### src/rtl/dk_sfx_trigger_ctrl.sv
// Sound-port sequencer: fractional-divider sample strobe plus per-channel gate
// state machines that enforce a minimum on-time and a re-trigger hold-off.
module dk_sfx_trigger_ctrl #(
  parameter int CLOCK_RATE       = 1000000,
  parameter int SAMPLE_RATE      = 48000,
  parameter int NUM_CH           = 4,
  parameter int MIN_HOLD_SAMPLES = 480,
  parameter int HOLDOFF_SAMPLES  = 96
) (
  input  logic              clk,
  input  logic              I_RSTn,
  input  logic              wr_stb,
  input  logic [1:0]        wr_addr,
  input  logic              wr_data,
  output logic              audio_clk_en,
  output logic [NUM_CH-1:0] sfx_en,
  output logic [NUM_CH-1:0] busy
);

  typedef enum logic [1:0] {ST_IDLE, ST_ACTIVE, ST_HOLDOFF} ch_state_t;

  localparam logic [31:0] SR     = 32'(SAMPLE_RATE);
  localparam logic [31:0] CR     = 32'(CLOCK_RATE);
  localparam logic [15:0] MIN16  = 16'(MIN_HOLD_SAMPLES);
  localparam logic [15:0] HOLD16 = 16'(HOLDOFF_SAMPLES);

  logic [31:0] acc_reg;
  logic [31:0] acc_sum;

  // acc stays below CLOCK_RATE, so the sum never overflows 32 bits
  assign acc_sum = acc_reg + SR;

  always_ff @(posedge clk or negedge I_RSTn) begin
    if (!I_RSTn) begin
      acc_reg      <= '0;
      audio_clk_en <= 1'b0;
    end else if (acc_sum >= CR) begin
      acc_reg      <= acc_sum - CR;
      audio_clk_en <= 1'b1;
    end else begin
      acc_reg      <= acc_sum;
      audio_clk_en <= 1'b0;
    end
  end

  generate
    for (genvar gi = 0; gi < NUM_CH; gi++) begin : g_ch
      ch_state_t   state_reg, state_next;
      logic [15:0] cnt_reg, cnt_next;
      logic        pend_off_reg, pend_off_next;
      logic        pend_on_reg, pend_on_next;
      logic        sfx_en_reg, busy_reg;
      logic        wr_hit, cnt_zero;

      assign wr_hit   = wr_stb && (wr_addr == 2'(gi));
      assign cnt_zero = (cnt_reg == 16'd0);

      // Loads are listed ahead of decrements, so a load always wins the cycle
      always_comb begin
        state_next    = state_reg;
        cnt_next      = cnt_reg;
        pend_off_next = pend_off_reg;
        pend_on_next  = pend_on_reg;
        case (state_reg)
          ST_IDLE: begin
            if (wr_hit && wr_data) begin
              state_next    = ST_ACTIVE;
              cnt_next      = MIN16;
              pend_off_next = 1'b0;
            end
          end
          ST_ACTIVE: begin
            if (wr_hit && wr_data) begin
              cnt_next      = MIN16;
              pend_off_next = 1'b0;
            end else if (wr_hit && cnt_zero) begin
              state_next   = ST_HOLDOFF;
              cnt_next     = HOLD16;
              pend_on_next = 1'b0;
            end else if (wr_hit) begin
              pend_off_next = 1'b1;
            end else if (pend_off_reg && cnt_zero) begin
              state_next    = ST_HOLDOFF;
              cnt_next      = HOLD16;
              pend_on_next  = 1'b0;
              pend_off_next = 1'b0;
            end else if (audio_clk_en && !cnt_zero) begin
              cnt_next = cnt_reg - 16'd1;
            end
          end
          ST_HOLDOFF: begin
            if (wr_hit && wr_data) begin
              pend_on_next = 1'b1;
            end else if (wr_hit) begin
              pend_on_next = 1'b0;
            end else if (cnt_zero) begin
              if (pend_on_reg) begin
                state_next   = ST_ACTIVE;
                cnt_next     = MIN16;
                pend_on_next = 1'b0;
              end else begin
                state_next = ST_IDLE;
              end
            end else if (audio_clk_en) begin
              cnt_next = cnt_reg - 16'd1;
            end
          end
          default: state_next = ST_IDLE;
        endcase
      end

      always_ff @(posedge clk or negedge I_RSTn) begin
        if (!I_RSTn) begin
          state_reg    <= ST_IDLE;
          cnt_reg      <= '0;
          pend_off_reg <= 1'b0;
          pend_on_reg  <= 1'b0;
          sfx_en_reg   <= 1'b0;
          busy_reg     <= 1'b0;
        end else begin
          state_reg    <= state_next;
          cnt_reg      <= cnt_next;
          pend_off_reg <= pend_off_next;
          pend_on_reg  <= pend_on_next;
          sfx_en_reg   <= (state_next == ST_ACTIVE);
          busy_reg     <= (state_next != ST_IDLE);
        end
      end

      assign sfx_en[gi] = sfx_en_reg;
      assign busy[gi]   = busy_reg;
    end
  endgenerate

endmodule

### config.mk
export PLATFORM = sky130hd
export DESIGN_NAME = dk_sfx_trigger_ctrl
export DESIGN_NICKNAME = d
export VERILOG_FILES = /design/src/rtl/dk_sfx_trigger_ctrl.sv
export SDC_FILE = /design/constraint.sdc
export NUM_CORES = 1
export LEC_CHECK = 0
export CORE_ASPECT_RATIO = 0.75
export CORE_MARGIN = 5
export CORE_UTILIZATION = 35
export CTS_CLUSTER_DIAMETER = 100
export CTS_CLUSTER_SIZE = 25
export DETAILED_ROUTE_END_ITERATION = 10
export PLACE_DENSITY = 0.52
export RECOVER_POWER = 50
export SLEW_MARGIN = 15
export SYNTH_ARGS = -nofsm -noshare
export SYNTH_HDL_FRONTEND = slang
export SYNTH_SLANG_ARGS = --single-unit
### constraint.sdc
create_clock -name clk -period 6.5 [get_ports clk]
set_clock_uncertainty 0.15 [all_clocks]
set_input_delay 0.65 -clock clk [delete_from_list [all_inputs] [get_ports clk]]
set_output_delay 0.65 -clock clk [all_outputs]
set_load 0.03 [all_outputs]
Yosys cells after proc, flatten, opt, wreduce, memory -nomap -nowiden:

Index checks and enable logic that the tools add are counted.

* $add $sub $neg: 6
* magnitude comparators: 1
* equal/unequal tests: 67
* multiplexer cells: 142
* reductions and logical operators: 61

Operator list (count)
* $mux W16: 44
* $pmux W16 S3: 4
* $logic_not A16 Y1: 4
* $mux W2: 32
* $sub A16 B1 Y16 const B: 4
* $ne A3 B3 Y1 const B: 20
* $mux W1: 49
* $ne A4 B4 Y1 const B: 12
* $add A32 B16 Y32 const B: 1
* $ge A32 B20 Y1 const B: 1
* $mux W32: 1
* $ne A2 B2 Y1 const B: 16
* $reduce_and A8 Y1: 4
* $sub A32 B20 Y32 const B: 1
* $pmux W2 S3: 4
* $reduce_bool A2 Y1: 12
* $logic_and A1 B1 Y1: 20
* $ne A5 B5 Y1 const B: 4
* $reduce_and A5 Y1: 4
* $eq A2 B1 Y1 const B: 9
* $pmux W1 S2: 8
* $reduce_and A4 Y1: 4
* $eq A2 B2 Y1 const B: 6
* $reduce_bool A3 Y1: 4
* other kinds (2): 9

* register bits after elaboration: 121
* input bits: 6
* output and inout bits: 9
* logic and storage cells: 303

Logic depth before layout (Yosys ltp):

* word-level depth: 9
* depth in mapped cells: 15

Least setup slack after synthesis:

No wires, ideal clock.

* path kind: reg-to-reg
* start point: register acc_reg[7]
* end point: register acc_reg[18]
* setup time: 0.080 ns
* arrival time: 3.093 ns
* path slack: 3.177 ns
* stages on the path, launching flop included: 15
* buffers on the path: 1
* clock period less this slack: 3.323 ns
* cells stage by stage: dfrtp_1 -> inv_1 -> ha_1 -> nand2b_1 -> a2111o_1 -> a21oi_2 -> a2bb2oi_2 -> o31ai_4 -> and3_1 -> buf_4 -> nor3b_4 -> inv_2 -> a32o_1 -> a32oi_2 -> xnor2_1

* longest elaborated chain between the ends: 3
* elaborated cells between the ends (all ways): 4
* classes of those cells: add/sub: 2; order compare: 1; mux: 1

RTL lines
* from (decl): RTL line 27 `logic [31:0] acc_reg;`
* from (signal assigned): RTL line 38 `acc_reg <= acc_sum - CR;`
* from (signal assigned): RTL line 41 `acc_reg <= acc_sum;`
* $add A32 B16 Y32 *: RTL line 31 `assign acc_sum = acc_reg + SR;`
* $sub A32 B20 Y32 or $ge A32 B20 Y1 (tied branches): RTL line 38, 37
* $mux W32 *: RTL line 37 `end else if (acc_sum >= CR) begin`

Mark *: on every way between the ends. The rest lies on a longest branch, timed or not.
A chain may end at the register's enable or synchronous reset.

Final worst setup path:

Same ends and word-level chain as after synthesis.

==> reports/results.ini <==
[global_routing]
grt.overflow.total = 0
gr-usage-met3_pct = 3.14
grtUsageTotal_pct = 14.7
global_route.usage.met2_pct = 19.4
grt_pass1_wl_um = 31700
grt_max_degree = 60
grt_antenna_before_repair = 0
first_global_vias = 6236
grt-busiest-layer = met1
met1_usage_pct = 23.8

[worst_setup_path]
path_max_fanout = 16
worst_path_max_delay_cell = nor3b_4
path_cells = inv_1, ha_1, nand2b_1, a2111o_1, a21oi_2, a2bb2oi_2, o31ai_4, and3_1, nor3b_4, inv_2, a32o_1, a32oi_2, xnor2_1
crit_path_start_kind = register
worstSetupPathType = reg2reg
path_buf_inv = 2
arrival_ps = 4590
cp_top_family = compound AO/OA/AOI/OAI gates
critPathMaxStageDelay_ps = 610
worstPathRequired_ps = 6690
endpoint_kind = register

[power_and_ir_drop]
p_sw_mw = 1.30
internal_power_mw = 2.02
p_leak_nw = 3.79
p_sw_share_pct = 39.2
pwr-share-clk_pct = 31.2
combPwrFrac_pct = 37.8
power.density_mw_per_mm2 = 375
ir_worst_vdd_mv = 0.213
seqPwrFrac_pct = 31.0

[placed_design]
io_buffers = 14
placed_cells = 1237
gp_congestion = 0.817
dp_hpwl_um = 12700

[layout]
seq_area_mm2 = 0.00288
synthToLayoutAreaGrowth_pct = 11.7
drive_gt1_share_pct = 6.56
largest_reg_flops = 64
multi_input_area_mm2 = 0.00464
instances_no_fill = 1269
nets = 999
fillers = 2202
diodes = 0

[routing]
drt_iter0_drc = 657
routed_wl_um = 18300
postRouteAntennaNets = 0
viasPerCell = 5.35
post_drt_wl_per_cell_um = 14.5
vias = 6795
first_pass_iters = 5
drcViolationCount = 0

[clock_network]
h-tree-depth = 4
clock-sinks = 115
cts_buffers = 17
clk_latency_ps = 420
cts_tree = yes
cts_buffer_depth = 2
clkTransAtPathRegs_ps = 60
cts_resized = 0
post_cts_buffers = 0
clockRootBuffer = clkbuf_16
cts_hold_buf = 0

[synthesis]
synth_ff_type = dfrtp_1
avgSynthCellArea_um2 = 8.10
syn-num-nets = 1015
synth_edf_count = 0
synth-seq-area-share_pct = 36.3
synthTopCellsByArea = dfrtp_1, o21ai_0, nor2_1
ys_ff_latch = 115
yosysWarnings = 0
synth_area_mm2 = 0.00792
ys_async_sr_fraction_pct = 100
synth.distinct_cells = 75
yosysTopAreaCell = dfrtp_1
yosys.area.top_type_share_pct = 36.3
syn_inst = 978

[die]
die_h_um = 140
die_area_mm2 = 0.0258
ios = 15
rows = 47
core_area_mm2 = 0.0222
dieWidth_um = 184
start_util_pct = 35.7

[timing]
rsz0062_at_grt = false
period_needed_ps = 4400
slew_headroom_pct = -124
fin_setup_tns_ps = 0
tightest_slew_ps = 3350
hold_viol = 0
finalSetupViolations = 0
final_max_slew_viol_count = 60
finalCritPeriodShare_pct = 67.7
fmax_mhz = 227

[status]
violations = capacitance limit, slew limit
status = finished, violations left

[flow_run]
cap_violations = 1

[min_path]
min_path_type = reg2reg

[metal layers]
layer	up-vias	part of all wire, %
li1	3460	-
met1	3173	56
met2	144	39
met3	18	4.2
met4	0	1.2
met5	-	0
[final timing paths]
kind | from | endpoint | slack (ps) | cells after the start
worst max-delay path | acc_reg[7] | acc_reg[18] | 2100 | 13
worst min-delay path | g_ch[1].cnt_reg[15] | g_ch[1].cnt_reg[15] | 350 | 1
worst max register to register | acc_reg[7] | acc_reg[18] | 2100 | 13
worst min register to register | g_ch[1].cnt_reg[15] | g_ch[1].cnt_reg[15] | 350 | 1
max in group asynchronous | I_RSTn | acc_reg[23] | 2170 | 2
min in group asynchronous | I_RSTn | g_ch[1].cnt_reg[12] | 1220 | 1
[logic make-up (layout without fill, tap and decap cells)]
family | count (synthesis) | after routing | share of synthesized area [%]
AO/OA/AOI/OAI | 299 | 299 | 23.7
AND/OR/NAND/NOR | 382 | 382 | 23.8
buffers and inverters | 97 | 94 | 5.16
flip-flops | 115 | 115 | 36.3
XOR/XNOR | 49 | 49 | 5.42
adder cells (fa/ha/maj) | 31 | 31 | 4.89
multiplexers | 5 | 5 | 0.647
[layout make-up]
| cell class | instances | area share (%) |
|---|---|---|
| Timing Repair Buffer | 17 | 1.74 |
| Sequential cell | 115 | 32.5 |
| Tap cell | 294 | 4.15 |
| Clock inverter | 14 | 2.37 |
| Clock buffer | 18 | 4.96 |
| Inverter | 45 | 1.91 |
| Multi-Input combinational cell | 766 | 52.4 |
[power by group through the flow]
stage / sequential [mW] / combinational [mW] / clock [mW]
floorplan: 0.998 / 1.00 / 0
global placement: 1.04 / 1.26 / 0
detailed placement: 1.04 / 1.26 / 0
CTS: 1.03 / 1.26 / 1.07
global route: 1.06 / 1.44 / 1.10
finish: 1.03 / 1.26 / 1.04
[metrics by stage]
| step | instance area (µm²) | total power, mW | hold slack, ps | setup slack (ps) | utilization [%] |
|---|---|---|---|---|---|
| 6_report | 8850 | 3.32 | 347 | 2100 | 39.9 |
| 5_1_grt | 8850 | 3.60 | 371 | 1060 | 39.9 |
| 4_1_cts | 8860 | 3.36 | 193 | 2100 | 40.0 |
| 3_5_place_dp | 8210 | 2.29 | 330 | 2170 | 37.0 |
| 3_3_place_gp | 8210 | 2.30 | 337 | 2340 | 37.0 |
| 2_1_floorplan | 7920 | 2.00 | 204 | 3180 | - |
[cells in the final DEF (no fill, tap or decap), types with 5 or more instances in the layout]
cell type        netlist  layout
and3_1                11      11
nor2b_1                5       5
clkdlybuf4s50_1        0       9
nand4b_1               5       5
nand4_1                8       8
nand2b_1              15      15
nand2_1              107     107
a21oi_1               66      66
o41ai_1                6       6
or4_1                  8       8
ha_1                  31      31
o21a_1                 7       7
or3_1                 11      11
xnor2_1               32      32
o31ai_1               21      21
nand3_1               15      15
o21ai_1                5       5
a31oi_1                8       8
clkbuf_16              0      17
a32o_1                 5       5
dfrtp_1              115     115
o21ai_0              115     115
inv_1                 44      44
nor3_1                39      39
nor2_1               110     110
xor2_1                17      17
and2_1                 8       8
a21o_1                 7       7
o211ai_1              11      11
a22o_1                 7       7
nor4_1                 7       7
bufinv_16              0       5
or2_2                  8       8
[cells in the mapped netlist, drive strengths merged, types with 12 or more instances]
master  count
a21oi      68
nor3       42
or2        12
xnor2      32
buf        18
nor2      110
ha         31
dfrtp     115
nand2     107
xor2       17
o31ai      22
clkbuf     34
o21ai     120
inv        45
nand3      15
nand2b     15
and3       12
Power figures use the tool's default switching activity.
